$ cat src/rtl/ppg_window_ctrl.sv
// Ping-pong window sequencer for a true dual-port sample RAM.
// Port A writes incoming samples into one half while port B reads the other
// completed half back out over a valid/ready stream, one window at a time.
module ppg_window_ctrl #(
    parameter int DATA_W = 22,
    parameter int ADDR_W = 11,
    parameter int WIN    = 750,
    parameter int CNT_W  = 16
) (
    input  logic              clk,
    input  logic              rst,
    input  logic              s_valid,
    input  logic [DATA_W-1:0] s_data,
    output logic              m_valid,
    input  logic              m_ready,
    output logic [DATA_W-1:0] m_data,
    output logic              m_last,
    output logic [ADDR_W-1:0] ram_addr_a,
    output logic [DATA_W-1:0] ram_data_a,
    output logic              ram_we_a,
    output logic [ADDR_W-1:0] ram_addr_b,
    output logic [DATA_W-1:0] ram_data_b,
    output logic              ram_we_b,
    input  logic [DATA_W-1:0] ram_q_b,
    output logic              overrun,
    output logic [CNT_W-1:0]  win_count
);

    typedef enum logic [1:0] {R_IDLE, R_ADDR, R_DATA, R_OUT} rd_state_t;

    localparam logic [ADDR_W-1:0] WIN_A    = ADDR_W'(WIN);
    localparam logic [ADDR_W-1:0] LAST_IDX = ADDR_W'(WIN - 1);

    rd_state_t         state, state_nxt;
    logic              wr_half;
    logic [ADDR_W-1:0] wr_idx;
    logic              rd_half;
    logic [ADDR_W-1:0] rd_idx;
    logic [ADDR_W-1:0] addr_b_q;
    logic [ADDR_W-1:0] rd_addr;
    logic              handshake;
    logic              win_done;
    logic              rd_free;
    logic              handover;

    // A window may be handed over when the reader is idle or is just
    // accepting its final sample, so back-to-back windows lose no cycle.
    assign handshake = (state == R_OUT) && m_valid && m_ready;
    assign win_done  = s_valid && (wr_idx == LAST_IDX);
    assign rd_free   = (state == R_IDLE) || (handshake && m_last);
    assign handover  = win_done && rd_free;
    assign rd_addr   = (rd_half ? WIN_A : '0) + rd_idx;

    assign ram_we_a   = s_valid;
    assign ram_addr_a = (wr_half ? WIN_A : '0) + wr_idx;
    assign ram_data_a = s_data;
    assign ram_data_b = '0;
    assign ram_we_b   = 1'b0;
    assign ram_addr_b = (state == R_ADDR) ? rd_addr : addr_b_q;

    // Read FSM state register.
    always_ff @(posedge clk) begin
        if (rst) state <= R_IDLE;
        else     state <= state_nxt;
    end

    // Read FSM next state: address, wait for registered RAM data, present.
    always_comb begin
        state_nxt = state;
        case (state)
            R_IDLE: if (handover) state_nxt = R_ADDR;
            R_ADDR: state_nxt = R_DATA;
            R_DATA: state_nxt = R_OUT;
            R_OUT: begin
                if (handshake) begin
                    if (m_last) state_nxt = handover ? R_ADDR : R_IDLE;
                    else        state_nxt = R_ADDR;
                end
            end
            default: state_nxt = R_IDLE;
        endcase
    end

    // Write side: every sample is stored; a full window is either handed to
    // the reader (toggle halves) or dropped by rewriting the same half.
    always_ff @(posedge clk) begin
        if (rst) begin
            wr_half   <= 1'b0;
            wr_idx    <= '0;
            overrun   <= 1'b0;
            win_count <= '0;
        end else if (s_valid) begin
            if (win_done) begin
                wr_idx <= '0;
                if (handover) begin
                    wr_half   <= ~wr_half;
                    win_count <= win_count + CNT_W'(1);
                end else begin
                    overrun <= 1'b1;
                end
            end else begin
                wr_idx <= wr_idx + ADDR_W'(1);
            end
        end
    end

    // Read datapath: latch the address, capture RAM data into the output
    // register, and advance through the window on each accepted sample.
    always_ff @(posedge clk) begin
        if (rst) begin
            rd_half  <= 1'b0;
            rd_idx   <= '0;
            addr_b_q <= '0;
            m_valid  <= 1'b0;
            m_last   <= 1'b0;
            m_data   <= '0;
        end else begin
            if (state == R_ADDR) addr_b_q <= rd_addr;
            if (state == R_DATA) begin
                m_data  <= ram_q_b;
                m_valid <= 1'b1;
                m_last  <= (rd_idx == LAST_IDX);
            end
            if (handshake) begin
                m_valid <= 1'b0;
                m_last  <= 1'b0;
                if (!m_last) rd_idx <= rd_idx + ADDR_W'(1);
            end
            if (handover) begin
                rd_half <= wr_half;
                rd_idx  <= '0;
            end
        end
    end

endmodule

$ cat config.mk
export PLATFORM = sky130hd
export DESIGN_NAME = ppg_window_ctrl
export DESIGN_NICKNAME = d
export VERILOG_FILES = /design/src/rtl/ppg_window_ctrl.sv
export SDC_FILE = /design/constraint.sdc
export NUM_CORES = 1
export LEC_CHECK = 0
export BUFFER_PORTS_ARGS = -buffer_cell sky130_fd_sc_hd__buf_2
export CAP_MARGIN = 20
export CELL_PAD_IN_SITES_DETAIL_PLACEMENT = 1
export CELL_PAD_IN_SITES_GLOBAL_PLACEMENT = 1
export CORE_ASPECT_RATIO = 0.8
export CORE_MARGIN = 4
export CORE_UTILIZATION = 25
export CTS_CLUSTER_DIAMETER = 200
export DETAILED_ROUTE_END_ITERATION = 7
export PLACE_DENSITY = 0.69
export RECOVER_POWER = 100
export REMOVE_ABC_BUFFERS = 1
export SYNTH_ARGS = -nofsm -noshare
export SYNTH_HDL_FRONTEND = slang
export SYNTH_SLANG_ARGS = --single-unit
$ cat constraint.sdc
create_clock -name clk -period 2.05 [get_ports clk]
set_input_delay 0.205 -clock clk [delete_from_list [all_inputs] [get_ports clk]]
set_output_delay 0.205 -clock clk [all_outputs]
set_load 0.01 [all_outputs]
Word-level counts from Yosys, hierarchy flattened:

Cells that the tools add are included.

* $add $sub $neg: 5
* equal/unequal tests: 7
* multiplexer cells: 9
* bitwise operators: 3
* reductions and logical operators: 13

Operator list (count)
* $add A10 B11 Y11: 2
* $add A11 B1 Y11 const B: 2
* $eq A11 B10 Y1 const B: 2
* $mux W11: 2
* $mux W10: 2
* $add A16 B1 Y16 const B: 1
* $pmux W2 S4: 1
* $reduce_and A3 Y1: 2
* $logic_and A1 B1 Y1: 5
* $eq A2 B2 Y1 const B: 2
* $mux W2: 2
* $ne A2 B2 Y1 const B: 2
* $reduce_and A2 Y1: 2
* $reduce_or A2 Y1: 2
* $not A1 Y1: 3
* $eq A2 B1 Y1 const B: 1
* $logic_not A2 Y1: 1
* $mux W1: 2
* $logic_or A1 B1 Y1: 1

* register bits: 78
* input bits: 48
* output and inout bits: 109
* logic and storage cells: 48

Longest topological paths before layout:

* word-level depth: 10
* gate-level depth with buffers: 9
* depth with buffers taken out: 8

Least setup slack after synthesis:

No wires, ideal clock.

* path kind: reg2out
* start point: register rd_half
* end point: output port ram_addr_b[9]
* data arrival time: 1941 ps
* data required time: 1845 ps
* setup slack: -96 ps
* stages on the path, launching flop included: 8
* cell sequence: dfxtp_1 ha_1 fa_1 a21oi_1 nor3_1 a21oi_1 mux2_2 nand2_1

* longest elaborated chain between the ends: 3

RTL lines
* from (decl): line 37 `logic rd_half;`
* from (signal assigned): line 130 `rd_half <= wr_half;`
* $mux W10: line 52 `assign rd_addr = (rd_half ? WIN_A : '0) + rd_idx;`
* $add A10 B11 Y11: line 52
* $mux W11
* to (decl): line 21 `output logic [ADDR_W-1:0] ram_addr_b,`

Every way passes these cells.

Worst setup path after layout:

* start point: register wr_half
* end point: output port ram_addr_a[8]

* longest elaborated chain between the ends: 2

RTL lines
* from (decl): line 35 `logic wr_half;`
* from (signal assigned): line 96 `wr_half <= ~wr_half;`
* $mux W10: line 55 `assign ram_addr_a = (wr_half ? WIN_A : '0) + wr_idx;`
* $add A10 B11 Y11: line 55
* to (decl): line 18 `output logic [ADDR_W-1:0] ram_addr_a,`

Every way passes these cells.

==> metrics <==
status=complete, but fails checks; Total Wirelength=between 10 and 15 mm; number of nets in the final layout=684; chip width=157 um; Num CTS Buffers=9; cells after synthesis=503; library cells used by synthesis=51; sum of overflow across all layers after global routing=0; filler cell count=2056; largest vdd supply drop=between 0.3 and 0.4 mV; CTS tree=built; violated checks=setup timing; clock network fraction of design power=0.402; number of maximum-capacitance constraint violations=0; violation count after the first detailed-route iteration=79; number of rows created at floorplan=between 40 and 50; gp weighted congestion=0.762; worst path required time=1850 ps; synthesized area per cell=8.77 um2; routed metal-1 wire length=5.48 mm; crit path capture type=output pin; maximum number of pins on one net before global-route repair=23; total power=~4100 uW; ordered cell list for the critical path=ha_4, a21o_1, a221o_1, nor3_2, buf_4, nor2_2, xor2_1, buf_2; CP Launch Type=register; Critical Path Slowest Stage Cell=sky130_fd_sc_hd__dfxtp_4; Arrival @ worst endpoint=2250 ps; average wire per standard cell=14.1 um; iteration count of the initial detailed-routing pass=4; number of clock sinks seen by CTS=78; antenna violations before repair=1; DR WL met3=893 um; vertical die dimension=approximately 130 um; Final min period=2450 ps; RSZ-0062 raised after global routing=true; share of synthesized area occupied by flip-flops and latches=0.354; area of the core region=17300 um2; final setup violation count=15; # DRC=0; synthesis warning total=0; antenna cell count=0; Pint=3010 uW; Synth async-reset ratio=0; vias per cell=between 4 and 5; PortBufs=between 80 and 90; fraction of power consumed by sequential logic=0.393; final worst clock skew=8.10 ps; total length of routed met2 wires=5.32 mm; quantity of hold-fixing buffers added after cts=0; total vias in the final route=3712; DP HPWL=8.63 mm; floorplan die area=19900 um2; static leakage=between 0.002 and 0.0025 uW; Setup TNS=-3380 ps; H-tree lvl count=3; cell area power density=around 720 nW/um2; final-report max-slew violation count=0; count of boundary I/O pins=157; clock transition time at the flip-flop clock pins of the worst setup and hold paths=60 ps; area growth from synthesis to final layout=30.5%; Clk Tree Root Cell=sky130_fd_sc_hd__clkbuf_16; global-route wire length before repair=between 15 and 20 mm; Hold WC Path Type=input port to register; setup slack after layout=-403 ps; commonest register cell after synthesis=sky130_fd_sc_hd__dfxtp_1; Bufs on Longest Clock Path=2; period utilisation layout=1.20; relative slew slack=0.528; via count of the first global-routing pass=3761; gate family responsible for the most delay along the worst path=compound AO/OA/AOI/OAI gates; number of enable flip-flop cells after synthesis=0; maximum clock frequency=0.408 GHz; WS Path Type=register to output pin; switching part of the total power=0.273; post-synthesis cell area=4410 um2; fraction of layout instances using a drive strength above 1=0.283; Buf+Inv Stages, Crit Path=2; multi-input logic area=between 2000 and 3000 um2; worst-margin pin slew=roughly 710 ps; delay of the slowest critical-path stage=440 ps; Clk Latency, worst-skew pair=340 ps; Sequential cell area=1570 um2; uppermost signal routing layer after detailed routing=met5; Max Fanout on Critical Path=7; power share of the combinational group=0.206; switching power=between 1000 and 1500 uW; starting density of the core=0.255; count of final hold-check violations=0; worst slack on hold paths=97.6 ps; Total Routing Usage GR=0.121; #FFs+latches synth=78; Detail Route Antenna Nets=0
==> cells by family after synthesis <==
| family | after synthesis | synth area share |
|---|---|---|
| flops | 78 | 0.354 |
| simple gates | 185 | 0.214 |
| buf+inv | 89 | 0.122 |
| fa+ha+maj | 26 | 0.0771 |
| compound gates | 48 | 0.0689 |
| xor+xnor | 42 | 0.0834 |
| mux | 34 | 0.0791 |
| other cells | 1 | 0.000850 |
==> registers in the layout (all words and copies together), names as in the netlist <==
signal     count
wr_half        1
addr_b_q      11
win_count     16
rd_half        1
rd_idx        11
overrun        1
wr_idx        11
m_last         1
m_valid        1
state          2
m_data        22
==> final timing paths <==
check                               from                      to  slack (ps)  cells after the start
setup reg to reg    rd_half$_SDFFE_PP0P_  addr_b_q[7]$_SDFF_PP0_         -20                     10
setup / recovery    wr_half$_SDFFE_PP0P_           ram_addr_a[8]        -400                      8
hold reg to reg   addr_b_q[8]$_SDFF_PP0_  addr_b_q[8]$_SDFF_PP0_         490                      2
hold / removal                ram_q_b[8]  m_data[8]$_SDFFE_PP0N_         100                      3
==> tightest hold or removal path: stages <==
cell	delay (ps)
sky130_fd_sc_hd__buf_2	70
sky130_fd_sc_hd__mux2i_1	50
sky130_fd_sc_hd__nor2_1	70
==> cells in the mapped netlist (2+ instances only) <==
library cell / n / area (um2)
sky130_fd_sc_hd__dfxtp_1: 78 / 1560
sky130_fd_sc_hd__nor2_1: 77 / 289
sky130_fd_sc_hd__buf_4: 47 / 353
sky130_fd_sc_hd__nand2_1: 28 / 105
sky130_fd_sc_hd__mux2i_1: 27 / 270
sky130_fd_sc_hd__xnor2_1: 26 / 228
sky130_fd_sc_hd__ha_1: 24 / 300
sky130_fd_sc_hd__a21oi_1: 20 / 100
sky130_fd_sc_hd__inv_1: 18 / 67.6
sky130_fd_sc_hd__xor2_1: 16 / 140
sky130_fd_sc_hd__nor2b_1: 13 / 81.3
sky130_fd_sc_hd__nand4_1: 12 / 75.1
sky130_fd_sc_hd__clkbuf_1: 11 / 41.3
sky130_fd_sc_hd__nand3_1: 9 / 45.0
sky130_fd_sc_hd__and3_1: 8 / 50.1
sky130_fd_sc_hd__nor4_1: 8 / 50.1
sky130_fd_sc_hd__mux2_2: 7 / 78.8
sky130_fd_sc_hd__buf_2: 6 / 30.0
sky130_fd_sc_hd__o21ai_0: 6 / 30.0
sky130_fd_sc_hd__nand2b_1: 5 / 31.3
sky130_fd_sc_hd__a21o_1: 4 / 30.0
sky130_fd_sc_hd__and4_1: 4 / 35.0
sky130_fd_sc_hd__buf_1: 4 / 15.0
sky130_fd_sc_hd__nand3b_1: 4 / 30.0
sky130_fd_sc_hd__nor3_1: 4 / 20.0
sky130_fd_sc_hd__a211oi_1: 3 / 22.5
sky130_fd_sc_hd__buf_6: 3 / 33.8
sky130_fd_sc_hd__nor4_2: 3 / 37.5
sky130_fd_sc_hd__a31o_2: 2 / 17.5
sky130_fd_sc_hd__a31oi_1: 2 / 12.5
sky130_fd_sc_hd__a41oi_1: 2 / 17.5
sky130_fd_sc_hd__fa_1: 2 / 40.0
sky130_fd_sc_hd__o211ai_1: 2 / 15.0
==> repair_timing <==
action,in CTS,in global routing
pin swaps,28,13
endpoints found under the setup margin,15,18
setup buffers,13,7
gates resized for setup,48,16
==> layout make-up <==
class	instances	area share
Sequential cell	78	0.273
Tap cell	225	0.0489
Clock buffer	11	0.0439
Inverter	18	0.0117
Multi-Input combinational cell	358	0.462
Timing Repair Buffer	145	0.151
Clock inverter	5	0.00978
==> power groups by stage <==
stage | Combinational [uW] | Sequential [uW] | Clock (uW)
detailed placement | 713 | 1660 | 0
finish | 851 | 1630 | 1670
floorplan | 405 | 1660 | 0
CTS | 865 | 1620 | 1740
global placement | 695 | 1660 | 0
global route | 953 | 1630 | 1810
==> cells in the final DEF (no fill, tap or decap), types with 10 or more instances in the layout <==
master                      n
sky130_fd_sc_hd__conb_1    23
sky130_fd_sc_hd__dfxtp_1   73
sky130_fd_sc_hd__xor2_1    16
sky130_fd_sc_hd__buf_4     46
sky130_fd_sc_hd__buf_2     44
sky130_fd_sc_hd__a21oi_1   11
sky130_fd_sc_hd__ha_4      10
sky130_fd_sc_hd__mux2i_1   26
sky130_fd_sc_hd__nand2_1   26
sky130_fd_sc_hd__inv_1     18
sky130_fd_sc_hd__nand4_1   12
sky130_fd_sc_hd__nor2_1    76
sky130_fd_sc_hd__clkbuf_1  44
sky130_fd_sc_hd__nor2b_1   12
sky130_fd_sc_hd__xnor2_1   25
sky130_fd_sc_hd__ha_1      13
==> metal layers <==
metal,vias up,track usage
li1,1843,-
met4,2,0.0260
met3,10,0.0549
met1,1760,0.156
met2,97,0.186
met5,-,0
==> stage by stage <==
step / setup WS (ps) / cell area, um2 / util / cells
global placement: -141 / 5070 / 0.293 / 809
floorplan: -95.8 / 4020 / - / 454
global route: -528 / 5760 / 0.332 / 840
CTS: -393 / 5740 / 0.331 / 838
detailed placement: -198 / 5070 / 0.293 / 809
finish: -403 / 5760 / 0.332 / 840
Power figures use the tool's default switching activity.
